`config.mk`:
```
export PLATFORM = sky130hd
export DESIGN_NAME = avmm_burst_wr_ctrl
export DESIGN_NICKNAME = d
export VERILOG_FILES = /design/src/rtl/wr_ctrl_pkg.sv /design/src/rtl/avmm_burst_wr_ctrl.sv
export SDC_FILE = /design/constraint.sdc
export NUM_CORES = 1
export LEC_CHECK = 0
export ABC_AREA = 0
export CAP_MARGIN = 20
export CELL_PAD_IN_SITES_DETAIL_PLACEMENT = 1
export CELL_PAD_IN_SITES_GLOBAL_PLACEMENT = 1
export CORE_MARGIN = 2
export CORE_UTILIZATION = 35
export DETAILED_ROUTE_END_ITERATION = 6
export PLACE_DENSITY = 0.78
export SYNTH_ARGS = -nofsm -noshare
export SYNTH_HDL_FRONTEND = slang
export SYNTH_SLANG_ARGS = --single-unit
```
`constraint.sdc`:
```
create_clock -name clk -period 4.1 [get_ports clk]
set_clock_uncertainty 0.05 [all_clocks]
set_input_delay 1.025 -clock clk [delete_from_list [all_inputs] [get_ports clk]]
set_output_delay 1.025 -clock clk [all_outputs]
set_load 0.05 [all_outputs]
```
`src/rtl/wr_ctrl_pkg.sv`:
```
// Shared state type and burst sizing helper for the Avalon-MM burst write controller.
// Latency: none; declarations and a combinational function only.
// Backpressure: not applicable.
package wr_ctrl_pkg;

  localparam int BURSTCOUNT_W = 16;

  typedef enum logic [1:0] {
    IDLE  = 2'd0,
    CALC  = 2'd1,
    BURST = 2'd2,
    DONE  = 2'd3
  } state_e;

  // Beats for the next burst. The result is the smallest of three limits:
  //   - the burst cap;
  //   - the words still owed for the packet;
  //   - the words left before the next max_burst-aligned word boundary.
  // max_burst must be a power of two, so masking with (max_burst-1) is the modulo.
  function automatic logic [BURSTCOUNT_W-1:0] burst_len(
    input logic [63:0] remaining,
    input logic [63:0] word_addr,
    input logic [63:0] max_burst
  );
    logic [63:0] to_bnd;
    logic [63:0] len;
    to_bnd = max_burst - (word_addr & (max_burst - 64'd1));
    len    = max_burst;
    if (to_bnd < len) len = to_bnd;
    if (remaining < len) len = remaining;
    return len[BURSTCOUNT_W-1:0];
  endfunction

endpackage

```
`src/rtl/avmm_burst_wr_ctrl.sv`:
```
// Avalon-MM burst write master draining a show-ahead FIFO into [pkt_begin, pkt_end).
// Latency: request edge N -> CALC in N+1 -> first write in N+2; one beat per cycle, one CALC cycle between bursts.
// Backpressure: waitrequest freezes all outputs and suppresses fifo_rd; a burst only starts once fifo_usedw covers it.
//
// Ports:
//   clk, reset            rising-edge clock, synchronous active-high reset
//   wr_ctrl               level request, held for the whole transfer
//   pkt_begin, pkt_end    byte range (end exclusive), latched when the request is taken
//   fifo_out, fifo_usedw  show-ahead FIFO head word and fill level
//   fifo_rd               pop strobe, one per accepted beat
//   wr_ctrl_rdy, busy     transfer complete (DONE) / not IDLE
//   address, burstcount   burst start byte address and beat count, held for the burst
//   writedata, write      Avalon write data and strobe
//   waitrequest           Avalon slave stall
module avmm_burst_wr_ctrl
  import wr_ctrl_pkg::*;
#(
  parameter int DATA_W    = 32,
  parameter int ADDR_W    = 32,
  parameter int MAX_BURST = 8,
  parameter int USEDW_W   = 9
) (
  input  logic                    clk,
  input  logic                    reset,
  input  logic                    wr_ctrl,
  input  logic [ADDR_W-1:0]       pkt_begin,
  input  logic [ADDR_W-1:0]       pkt_end,
  input  logic [DATA_W-1:0]       fifo_out,
  input  logic [USEDW_W-1:0]      fifo_usedw,
  output logic                    fifo_rd,
  output logic                    wr_ctrl_rdy,
  output logic                    busy,
  output logic [ADDR_W-1:0]       address,
  output logic [DATA_W-1:0]       writedata,
  output logic                    write,
  output logic [BURSTCOUNT_W-1:0] burstcount,
  input  logic                    waitrequest
);

  localparam int BPW   = DATA_W / 8;
  localparam int OFF_W = (BPW > 1) ? $clog2(BPW) : 0;
  localparam logic [ADDR_W-1:0] ALIGN_MASK = ~(ADDR_W'(BPW - 1));

  state_e                  state_q, state_d;
  logic [ADDR_W-1:0]       word_addr_q, word_addr_d;   // next word to write, in words
  logic [ADDR_W-1:0]       remaining_q, remaining_d;   // words still owed for the packet
  logic [ADDR_W-1:0]       address_q, address_d;
  logic [BURSTCOUNT_W-1:0] burstcount_q, burstcount_d;
  logic [BURSTCOUNT_W-1:0] beat_q, beat_d;

  logic [ADDR_W-1:0]       begin_al, end_al, word_cnt;
  logic [BURSTCOUNT_W-1:0] len_c;
  logic                    fill_ok, last_beat;

  // Sub-word address bits are dropped; an end at or below the begin gives zero words.
  assign begin_al = pkt_begin & ALIGN_MASK;
  assign end_al   = pkt_end & ALIGN_MASK;
  assign word_cnt = (end_al > begin_al) ? ((end_al - begin_al) >> OFF_W) : '0;

  assign len_c     = burst_len(64'(remaining_q), 64'(word_addr_q), 64'(MAX_BURST));
  assign fill_ok   = 64'(fifo_usedw) >= 64'(len_c);
  assign last_beat = (beat_q == (burstcount_q - BURSTCOUNT_W'(1)));

  always_comb begin
    state_d      = state_q;
    word_addr_d  = word_addr_q;
    remaining_d  = remaining_q;
    address_d    = address_q;
    burstcount_d = burstcount_q;
    beat_d       = beat_q;
    unique case (state_q)
      IDLE: begin
        if (wr_ctrl) begin
          word_addr_d = begin_al >> OFF_W;
          remaining_d = word_cnt;
          state_d     = CALC;
        end
      end
      CALC: begin
        if (remaining_q == '0) begin
          state_d = DONE;
        end else if (fill_ok) begin
          address_d    = word_addr_q << OFF_W;
          burstcount_d = len_c;
          beat_d       = '0;
          state_d      = BURST;
        end
      end
      BURST: begin
        if (!waitrequest) begin
          if (last_beat) begin
            remaining_d = remaining_q - ADDR_W'(burstcount_q);
            word_addr_d = word_addr_q + ADDR_W'(burstcount_q);
            state_d     = CALC;
          end else begin
            beat_d = beat_q + BURSTCOUNT_W'(1);
          end
        end
      end
      DONE: begin
        if (!wr_ctrl) state_d = IDLE;
      end
      default: state_d = IDLE;
    endcase
  end

  always_ff @(posedge clk) begin
    if (reset) begin
      state_q      <= IDLE;
      word_addr_q  <= '0;
      remaining_q  <= '0;
      address_q    <= '0;
      burstcount_q <= '0;
      beat_q       <= '0;
    end else begin
      state_q      <= state_d;
      word_addr_q  <= word_addr_d;
      remaining_q  <= remaining_d;
      address_q    <= address_d;
      burstcount_q <= burstcount_d;
      beat_q       <= beat_d;
    end
  end

  assign write       = (state_q == BURST);
  assign fifo_rd     = write & ~waitrequest;
  assign busy        = (state_q != IDLE);
  assign wr_ctrl_rdy = (state_q == DONE);
  assign address     = address_q;
  assign burstcount  = burstcount_q;
  // Show-ahead head is presented directly; zero outside a burst.
  assign writedata   = write ? fifo_out : '0;

endmodule
```
# Word level (Yosys, flattened, before mapping)
# Index checks and enable logic that the tools add are counted.
[word_totals]
reg_bits = 128
inputBits = 109
out_inout_bits = 84
word_cells = 64
[op_classes]
n_addsub = 6
n_lt_le_gt_ge = 4
eq_ne = 12
n_mux = 24
n_bitwise = 3
reduce_logical = 9
[ops]
columns = ["operator", "n"]
rows = [
  ["$mux 32", 7],
  ["$pmux 32 s2", 2],
  ["$mux 16", 5],
  ["$lt 32x64->1", 1],
  ["$lt 64x4->1 const B", 1],
  ["$mux 64", 1],
  ["$add 32x16->32", 1],
  ["$gt 32x32->1", 1],
  ["$logic_not 32->1", 1],
  ["$pmux 16 s2", 1],
  ["$sub 32x16->32", 1],
  ["$sub 32x32->32", 1],
  ["$mux 30", 1],
  ["$add 16x1->16 const B", 1],
  ["$eq 16x16->1", 1],
  ["$ge 9x16->1", 1],
  ["$sub 16x1->16 const B", 1],
  ["$mux 2", 6],
  ["$ne 2x2->1 const B", 6],
  ["$reduce_and 5->1", 2],
  ["$pmux 2 s4", 1],
  ["$reduce_bool 2->1", 3],
  ["$sub 4x3->5 const A", 1],
  ["$eq 2x2->1 const B", 2],
  ["8 further kinds", 9],
]

# Depth between registers and ports, before layout
# Gate-level depths: netlist of run 1.
[logic_depth]
ltp_word = 9
depth_mapped = 21
depth_no_buf = 18

# Worst setup path before layout of run 1
# No wires, ideal clock.
[synth_path]
kind = "reg2reg"
start = "reg remaining_q[19]"
end = "reg beat_q[11]"
setup_ps = 124
arrival_time_ps = 4322
t_required_ps = 3926
path_slack_ps = -396
stages_incl_launch_ff = 16
n_path_buf = 2
period_less_slack_ps = 4496
cell_sequence = "dfxtp_1 > or4_1 > clkbuf_1 > or4b_1 > nor3_1 > and3b_1 > clkbuf_1 > mux2_2 > ha_1 > a21o_1 > a21oi_1 > o21ai_0 > a311oi_1 > nor4_1 > o21ai_0 > mux2i_1"
[synth_via]
elab_chain_len = 5
elab_cells_between_ends = 7
classes_between = "2 x order compare; 2 x eq/ne; 1 x mux; 2 x reduce/logical"
[synth_lines]
columns = ["item", "line_no", "rtl"]
rows = [
  ["start, declared", "avmm_burst_wr_ctrl.sv:46", "logic [ADDR_W-1:0] remaining_q, remaining_d;"],
  ["start signal, assigned", "avmm_burst_wr_ctrl.sv:118", "remaining_q <= remaining_d;"],
  ["$lt 32x64->1", "wr_ctrl_pkg.sv:30", "if (remaining < len) len = remaining;"],
  ["$mux 16", "wr_ctrl_pkg.sv:30", ""],
  ["$ge 9x16->1", "avmm_burst_wr_ctrl.sv:61", "assign fill_ok = 64'(fifo_usedw) >= 64'(len_c);"],
  ["$ne 2x2->1 (no source line)", "-", ""],
  ["$reduce_and 5->1 (no source line) *", "-", ""],
  ["end signal, assigned", "avmm_burst_wr_ctrl.sv:121", "beat_q <= beat_d;"],
  ["end, declared", "avmm_burst_wr_ctrl.sv:49", "logic [BURSTCOUNT_W-1:0] beat_q, beat_d;"],
]
# Every way passes the cells marked *; elsewhere a longest branch is shown, timed or not.
# A chain may end at the register's enable or synchronous reset.

# Final worst setup path of run 1
[layout_path]
start = "reg remaining_q[19]"
end = "reg state_q[1]"
[layout_via]
elab_chain_len = 5
elab_cells_between_ends = 8
classes_between = "2 x order compare; 1 x eq/ne; 3 x mux; 2 x reduce/logical"
[layout_lines]
columns = ["item", "line_no", "rtl"]
rows = [
  ["$lt 32x64->1", "wr_ctrl_pkg.sv:30", ""],
  ["$mux 16", "wr_ctrl_pkg.sv:30", ""],
  ["via len_c[0]", "avmm_burst_wr_ctrl.sv:52", "logic [BURSTCOUNT_W-1:0] len_c;"],
  ["$ge 9x16->1", "avmm_burst_wr_ctrl.sv:61", ""],
  ["$ne 3x3->1 (no source line)", "-", ""],
  ["$reduce_and 5->1 (no source line)", "-", ""],
  ["end signal, assigned", "avmm_burst_wr_ctrl.sv:116", "state_q <= state_d;"],
  ["end, declared", "avmm_burst_wr_ctrl.sv:44", "state_e state_q, state_d;"],
]
# The timed path passes the listed nets, and every way through them passes these cells.

==> flow_metrics.tcl, run 1 <==
set metrics [dict create \
    nets 1804 \
    crit_arrival_ps 4540 \
    end_kind "flop" \
    layout-drive-gt1-share 0.135 \
    grt_overflow_total 0 \
    synthCells 1358 \
    finalHoldViolCount 0 \
    grtUsageTotal 0.262 \
    grt_pass1_vias 11800 \
    status "complete, but fails checks" \
    ys_seq_elements 126 \
    relSlewSlack 0.312 \
    hold_slack_ps 404 \
    cp_max_fo 4 \
    grt_pass1_wl_um 63800 \
    io_buffers 186 \
    min_period_ps 4240 \
    cts_buffer_depth 2 \
    area_growth_pct 36.9 \
    start_util 0.355 \
    core_um2 28600 \
    ir_drop_uv 290 \
    ant_nets 0 \
    synth_cell_types 83 \
    dpl.hpwl_um 31100 \
    htreeDepth 4 \
    power_w 0.00478 \
    worstSetupPathType "flop to flop" \
    synth-edff-count 0 \
    cts_root_buffer "clkbuf_16" \
    yosysWarningCount 0 \
    vias 11600 \
    cpLargestDelayFamily "simple AND/OR/NAND/NOR gates" \
    drt_iter0_drc 564 \
    holdBufCountCts 0 \
    fp.dieH_um 174 \
    cp-start-kind "flop" \
    die_w_um 174 \
    clkSinkCount 126 \
    numCtsBuffers 17 \
    tightest_slew_ps 1030 \
    fillers 3471 \
    post-route-period-util 1.03 \
    path_cells "or4_4, or4b_4, nor3_4, and3b_2, mux2i_2, buf_4, ha_4, nand2b_4, a21o_1, a21oi_2, o21ai_2, a311o_1, buf_4, o22ai_1, o21ai_0, a21oi_1" \
    required_ps 4400 \
    synthArstFlopShare 0 \
    place.gp.congestion 0.905 \
    maxSlewViolCount 0 \
    p_leak_nw 5.61 \
    violations "setup timing" \
    drtPass1Iterations 5 \
    synth_area_um2 10200 \
    cp_num_buf_inv 2 \
    synth_seq_area_share 0.248 \
    cp_common_cell "buf_4" \
    rows 62 \
    max-cap-violations 0 \
    rsz0062_at_grt "yes" \
    wl_per_cell_um 20.4 \
    dieArea_um2 30400 \
    tritoncts "built" \
    synth.avg_cell_area_um2 7.49 \
    routed_wl_um 41100 \
    clk_latency_ps 440 \
    setup_slack_ps -135 \
    drc_errors 0 \
    setup_violations 44 \
    cpMaxStageDelayCell "or4_4" \
    via_per_inst 5.74 \
    min_path_type "flop to flop" \
    grt_max_degree 88 \
    fmax_mhz 236 \
    yosys_most_used_dff "dfxtp_1" \
    cts.clk_slew.worst_paths_ps 60 \
    grt_antenna_before_repair 1 \
    power.density_nw_per_um2 344 \
    boundaryPins 193 \
    cp_slowest_stage_delay_ps 540 \
]
-- Yosys cell counts, drive strengths merged, types with 12 or more instances --
cell type / instances / share of area
clkbuf: 48 / 0.018
xor2: 13 / 0.011
a211oi: 38 / 0.028
nor2b: 12 / 0.0074
nor3: 46 / 0.023
nand2b: 14 / 0.0086
o21ai: 72 / 0.035
inv: 77 / 0.028
dfxtp: 126 / 0.25
nor2: 124 / 0.046
o211ai: 22 / 0.016
a21oi: 130 / 0.064
ha: 77 / 0.095
buf: 16 / 0.010
xnor2: 42 / 0.036
a31oi: 17 / 0.010
a21o: 28 / 0.021
and2: 44 / 0.027
nand3: 32 / 0.016
nor4: 22 / 0.015
o21a: 25 / 0.018
nand2: 131 / 0.048
a221oi: 13 / 0.011
-- metal layers --
layer	wire length [um]	share of wire	GRT usage
met1	18600	0.45	0.341
met2	19200	0.47	0.442
met3	2170	0.053	0.0381
met4	1200	0.029	0.0886
met5	0	0	0
-- per-stage QoR --
step | instances | worst slack [ps] | area (um2) | TNS [ps] | utilization
2_1_floorplan | 1363 | 52.8 | 10200 | 0 | -
3_3_place_gp | 1972 | -168 | 13100 | -5520 | 0.458
3_5_place_dp | 1972 | -348 | 13100 | -13190 | 0.458
4_1_cts | 2008 | -90.4 | 13800 | -1160 | 0.481
5_1_grt | 2013 | -315 | 13900 | -12890 | 0.486
6_report | 2013 | -135 | 13900 | -3490 | 0.486
-- placed cells by master, fill, tap and decap left out, types with 12 or more instances in the layout --
cell             netlist  layout
a211oi_1              38      37
a21o_1                28      28
a21oi_1              130     126
a221oi_1              13      13
a31oi_1               17      17
and2_1                43      43
buf_4                  6     116
clkbuf_16              0      19
clkdlybuf4s50_1        0     168
dfxtp_1              126     124
ha_1                  77      76
inv_1                 77      77
nand2_1              131     124
nand2b_1              14      12
nand3_1               32      32
nor2_1               124     122
nor2b_1               12      12
nor3_1                45      44
nor4_1                21      15
o211ai_1              22      22
o21a_1                25      25
o21ai_0               68      58
xnor2_1               42      42
xor2_1                13      13
-- cell type report --
| cell class | instances | area, um2 | share of cell area |
|---|---|---|---|
| multi-input combinational | 1095 | 7280 | 0.523 |
| timing repair buffer | 297 | 2770 | 0.199 |
| sequential | 126 | 2520 | 0.181 |
| tap | 384 | 480 | 0.0345 |
| clock buffer | 17 | 425 | 0.0306 |
| inverter | 78 | 293 | 0.0210 |
| clock inverter | 15 | 136 | 0.00980 |
| antenna | 1 | 2.50 | 0.000180 |
-- sequential cells by signal (all words and copies together), names as in the netlist --
| register | count |
|---|---|
| state_q | 2 |
| word_addr_q | 30 |
| address | 30 |
| beat_q | 16 |
| burstcount | 16 |
| remaining_q | 32 |
-- final timing paths --
kind | start | endpoint | slack [ps] | cells past startpoint
hold reg to reg | address[12] | address[12] | 400 | 2
setup / recovery | remaining_q[19] | state_q[1] | -140 | 16
hold / removal | address[12] | address[12] | 400 | 2
setup reg to reg | remaining_q[19] | state_q[1] | -140 | 16
-- cells by family (layout without fill, tap and decap cells) --
| logic type | after synthesis | count (layout) | share of synthesized area |
|---|---|---|---|
| buf+inv | 142 | 407 | 0.0567 |
| fa+ha+maj | 80 | 80 | 0.101 |
| mux | 13 | 13 | 0.0130 |
| compound gates | 444 | 444 | 0.292 |
| simple gates | 496 | 496 | 0.242 |
| xor+xnor | 55 | 55 | 0.0474 |
| flops | 126 | 126 | 0.248 |
| other cells | 2 | 8 | 0.000739 |
-- report_power, final --
part	switching (W)	total [W]	internal, W
Clock	0.000644	0.00148	0.000841
Combinational	0.00111	0.00191	0.000796
Sequential	0.0000866	0.00139	0.00130
-- tightest hold or removal path: stages, from the launching register on --
cell     delay, ps
dfxtp_1        300
nand2_1         50
a21oi_1         50
-- timing repair --
action,4_1_cts,5_1_grt
buffers inserted,3,1
cloned,1,3
pin swaps,5,1
gates resized for setup,22,20
setup endpoints to repair,64,91
Power figures use the tool's default switching activity.
==> run 2, diff against run 1 <==
- CTS_BUF_LIST: not set -> sky130_fd_sc_hd__clkbuf_4 sky130_fd_sc_hd__clkbuf_8 sky130_fd_sc_hd__clkbuf_16
==> results of run 2 <==
Final layout, timing and power as in run 1 (identical DEF).
==> run 3, diff against run 2 <==
- CORE_UTILIZATION: 35 -> 28
- PLACE_DENSITY: 0.78 -> 0.62
- clock period: 4.1 -> 4.4 ns (I/O delays scaled with it)
==> run 3 against run 2 <==
The run now ends clean. Routed wire length increased by 0.32%. Die area increased by 24%. Sequential power decreased by 7%. Global-route usage decreased by 4.7 points. Combinational power decreased by 12%. Flip-flop and latch count unchanged. Count of clock-buffer cells in the layout increased by 2. Non-clock buffer count decreased by 37. First-iteration DRC count decreased by 2.1%. Register-to-register slack improved by 350 ps. Hold slack got worse by 1.4 ps. Final area decreased by 1.8%.
==> flow_metrics.tcl, run 3 (synthesis results as in run 1) <==
set metrics [dict create \
    grt_pass1_wl_um 64300 \
    die_w_um 195 \
    drt_iter0_drc 552 \
    clk_latency_ps 440 \
    min_path_type "flop to flop" \
    multi_input_area_um2 7150 \
    layout-drive-gt1-share 0.0905 \
    nets 1767 \
    hold_slack_ps 403 \
    status "complete, no violations" \
    cts.clk_slew.worst_paths_ps 60 \
    rows 69 \
    relSlewSlack 0.287 \
    fmax_mhz 239 \
    cp-start-kind "flop" \
    vias 11100 \
    cts_root_buffer "clkbuf_16" \
    ir_drop_uv 273 \
    worstSetupPathType "flop to flop" \
    cp_max_fo 6 \
    place.gp.congestion 0.869 \
    diodes 0 \
    r2r_cells 17 \
    grt_pass1_vias 11300 \
    postCtsSetupRepairBufs 0 \
    grt_overflow_total 0 \
    routed_wl_um 41300 \
    via_per_inst 5.42 \
    fp.dieH_um 195 \
    finalHoldViolCount 0 \
    rrSetupSlack_ps 210 \
    drc_errors 0 \
    postLayoutCoreUtil 0.383 \
    worst-path-stages 17 \
    ant_nets 0 \
    layout_common_cells "clkdlybuf4s50_1, nand2_1, a21oi_1" \
    setup_violations 0 \
    start_util 0.285 \
    dieArea_um2 37900 \
    cp_common_cell "buf_4" \
    end_kind "flop" \
    boundaryPins 193 \
    use_met3 0.0319 \
    worstReg2RegEnd "beat_q[14]" \
    crit_arrival_ps 4500 \
    maxSlewViolCount 0 \
    post-route-period-util 0.952 \
    dpl.hpwl_um 32100 \
    grt_max_degree 70 \
    use_met1 0.295 \
    max-cap-violations 0 \
    htreeDepth 4 \
    cp_slowest_stage_delay_ps 540 \
    regMostFlops "remaining_q" \
    fillers 4272 \
    final_common_cell "clkdlybuf4s50_1" \
    required_ps 4710 \
    area_growth_pct 34.4 \
    top_usage_layer "met2" \
    largest_reg_flops 32 \
    startpoint "remaining_q[19]" \
    drtPass1Iterations 5 \
    ff_latch_area_um2 2530 \
    clkSinkCount 126 \
    core_um2 35700 \
    cp_num_buf_inv 3 \
    path_cells "or4_4, or4b_4, nor3_4, and3b_2, mux2i_1, buf_4, ha_1, nand2b_1, a21o_1, a21oi_2, o21ai_2, a311oi_2, buf_4, nor4_1, buf_4, o21ai_0, mux2i_1" \
    min_period_ps 4190 \
    power.density_nw_per_um2 336 \
    grtUsageTotal 0.215 \
    cpLargestDelayFamily "simple AND/OR/NAND/NOR gates" \
    r2r_start "remaining_q[19]" \
    cp-endpoint "beat_q[14]" \
    numCtsBuffers 17 \
    rsz0062_at_grt "no" \
    tightest_slew_ps 1070 \
    tritoncts "built" \
    cts_buffer_depth 2 \
    grt_antenna_before_repair 0 \
    met2_usage 0.351 \
    cpMaxStageDelayCell "or4_4" \
    p_leak_nw 5.40 \
    io_buffers 186 \
    wl_per_cell_um 20.1 \
]
==> run 3: changes by cell type in the layout (fill, tap and decap cells not counted), sizes merged <==
cell,change
buf,-51
inv,-5
diode,-1
clkinvlp,+1
bufinv,+4
clkinv,-2
clkdlybuf4s50,+16
==> run 3: per-stage QoR <==
| step | power [W] | TNS (ps) | cell area (um2) | worst slack (ps) | std cells |
|---|---|---|---|---|---|
| 3_3_place_gp | 0.00294 | 0 | 13000 | 27.9 | 2020 |
| 5_1_grt | 0.00484 | 0 | 13700 | 16.7 | 2052 |
| 6_report | 0.00460 | 0 | 13700 | 211 | 2052 |
| 4_1_cts | 0.00460 | 0 | 13600 | 13.3 | 2052 |
| 2_1_floorplan | 0.00237 | 0 | 10200 | 17.1 | 1363 |
| 3_5_place_dp | 0.00297 | -1230 | 13000 | -164 | 2020 |
==> run 3: worst min-delay path by stage <==
stage	startpoint	to	slack (ps)	depth (start not counted)
after floorplan	word_addr_q[25]	address[27]	390	2
after global placement	address[14]	address[14]	390	2
after detailed placement	address[6]	address[6]	400	2
after CTS	address[6]	address[6]	410	2
after global routing	address[5]	address[5]	420	2
final	address[16]	address[16]	400	2
==> run 3: area by class of cell <==
cell class / count / area share
clock buffers: 19 / 0.0327
multi-input cells: 1095 / 0.523
clock inverters: 13 / 0.0157
flip-flops and latches: 126 / 0.185
repair buffers: 260 / 0.180
well taps: 461 / 0.0422
inverters: 78 / 0.0214
==> run 3: routing by layer <==
layer | up-vias | wire [um] | share of wire
met5 | - | 0 | 0
met4 | 0 | 872 | 0.021
met3 | 38 | 1790 | 0.043
met2 | 261 | 18700 | 0.45
met1 | 5408 | 19800 | 0.48
li1 | 5417 | - | -
==> run 3: tightest hold or removal path: stages (launching register included) <==
cell and delay, ps:
dfxtp_1 310, nand2_1 50, a21oi_1 50
==> run 3: power by group <==
group	switching [W]	internal, W	total (W)
clock	0.000585	0.00103	0.00161
sequential	0.0000785	0.00121	0.00129
combinational	0.00100	0.000688	0.00169
==> run 3: what timing repair did <==
action | in CTS | in global routing
setup endpoints to repair | 23 | 64
gates resized for setup | 5 | 13
hold buffers | 0 | 0
pin swaps | 1 | 4
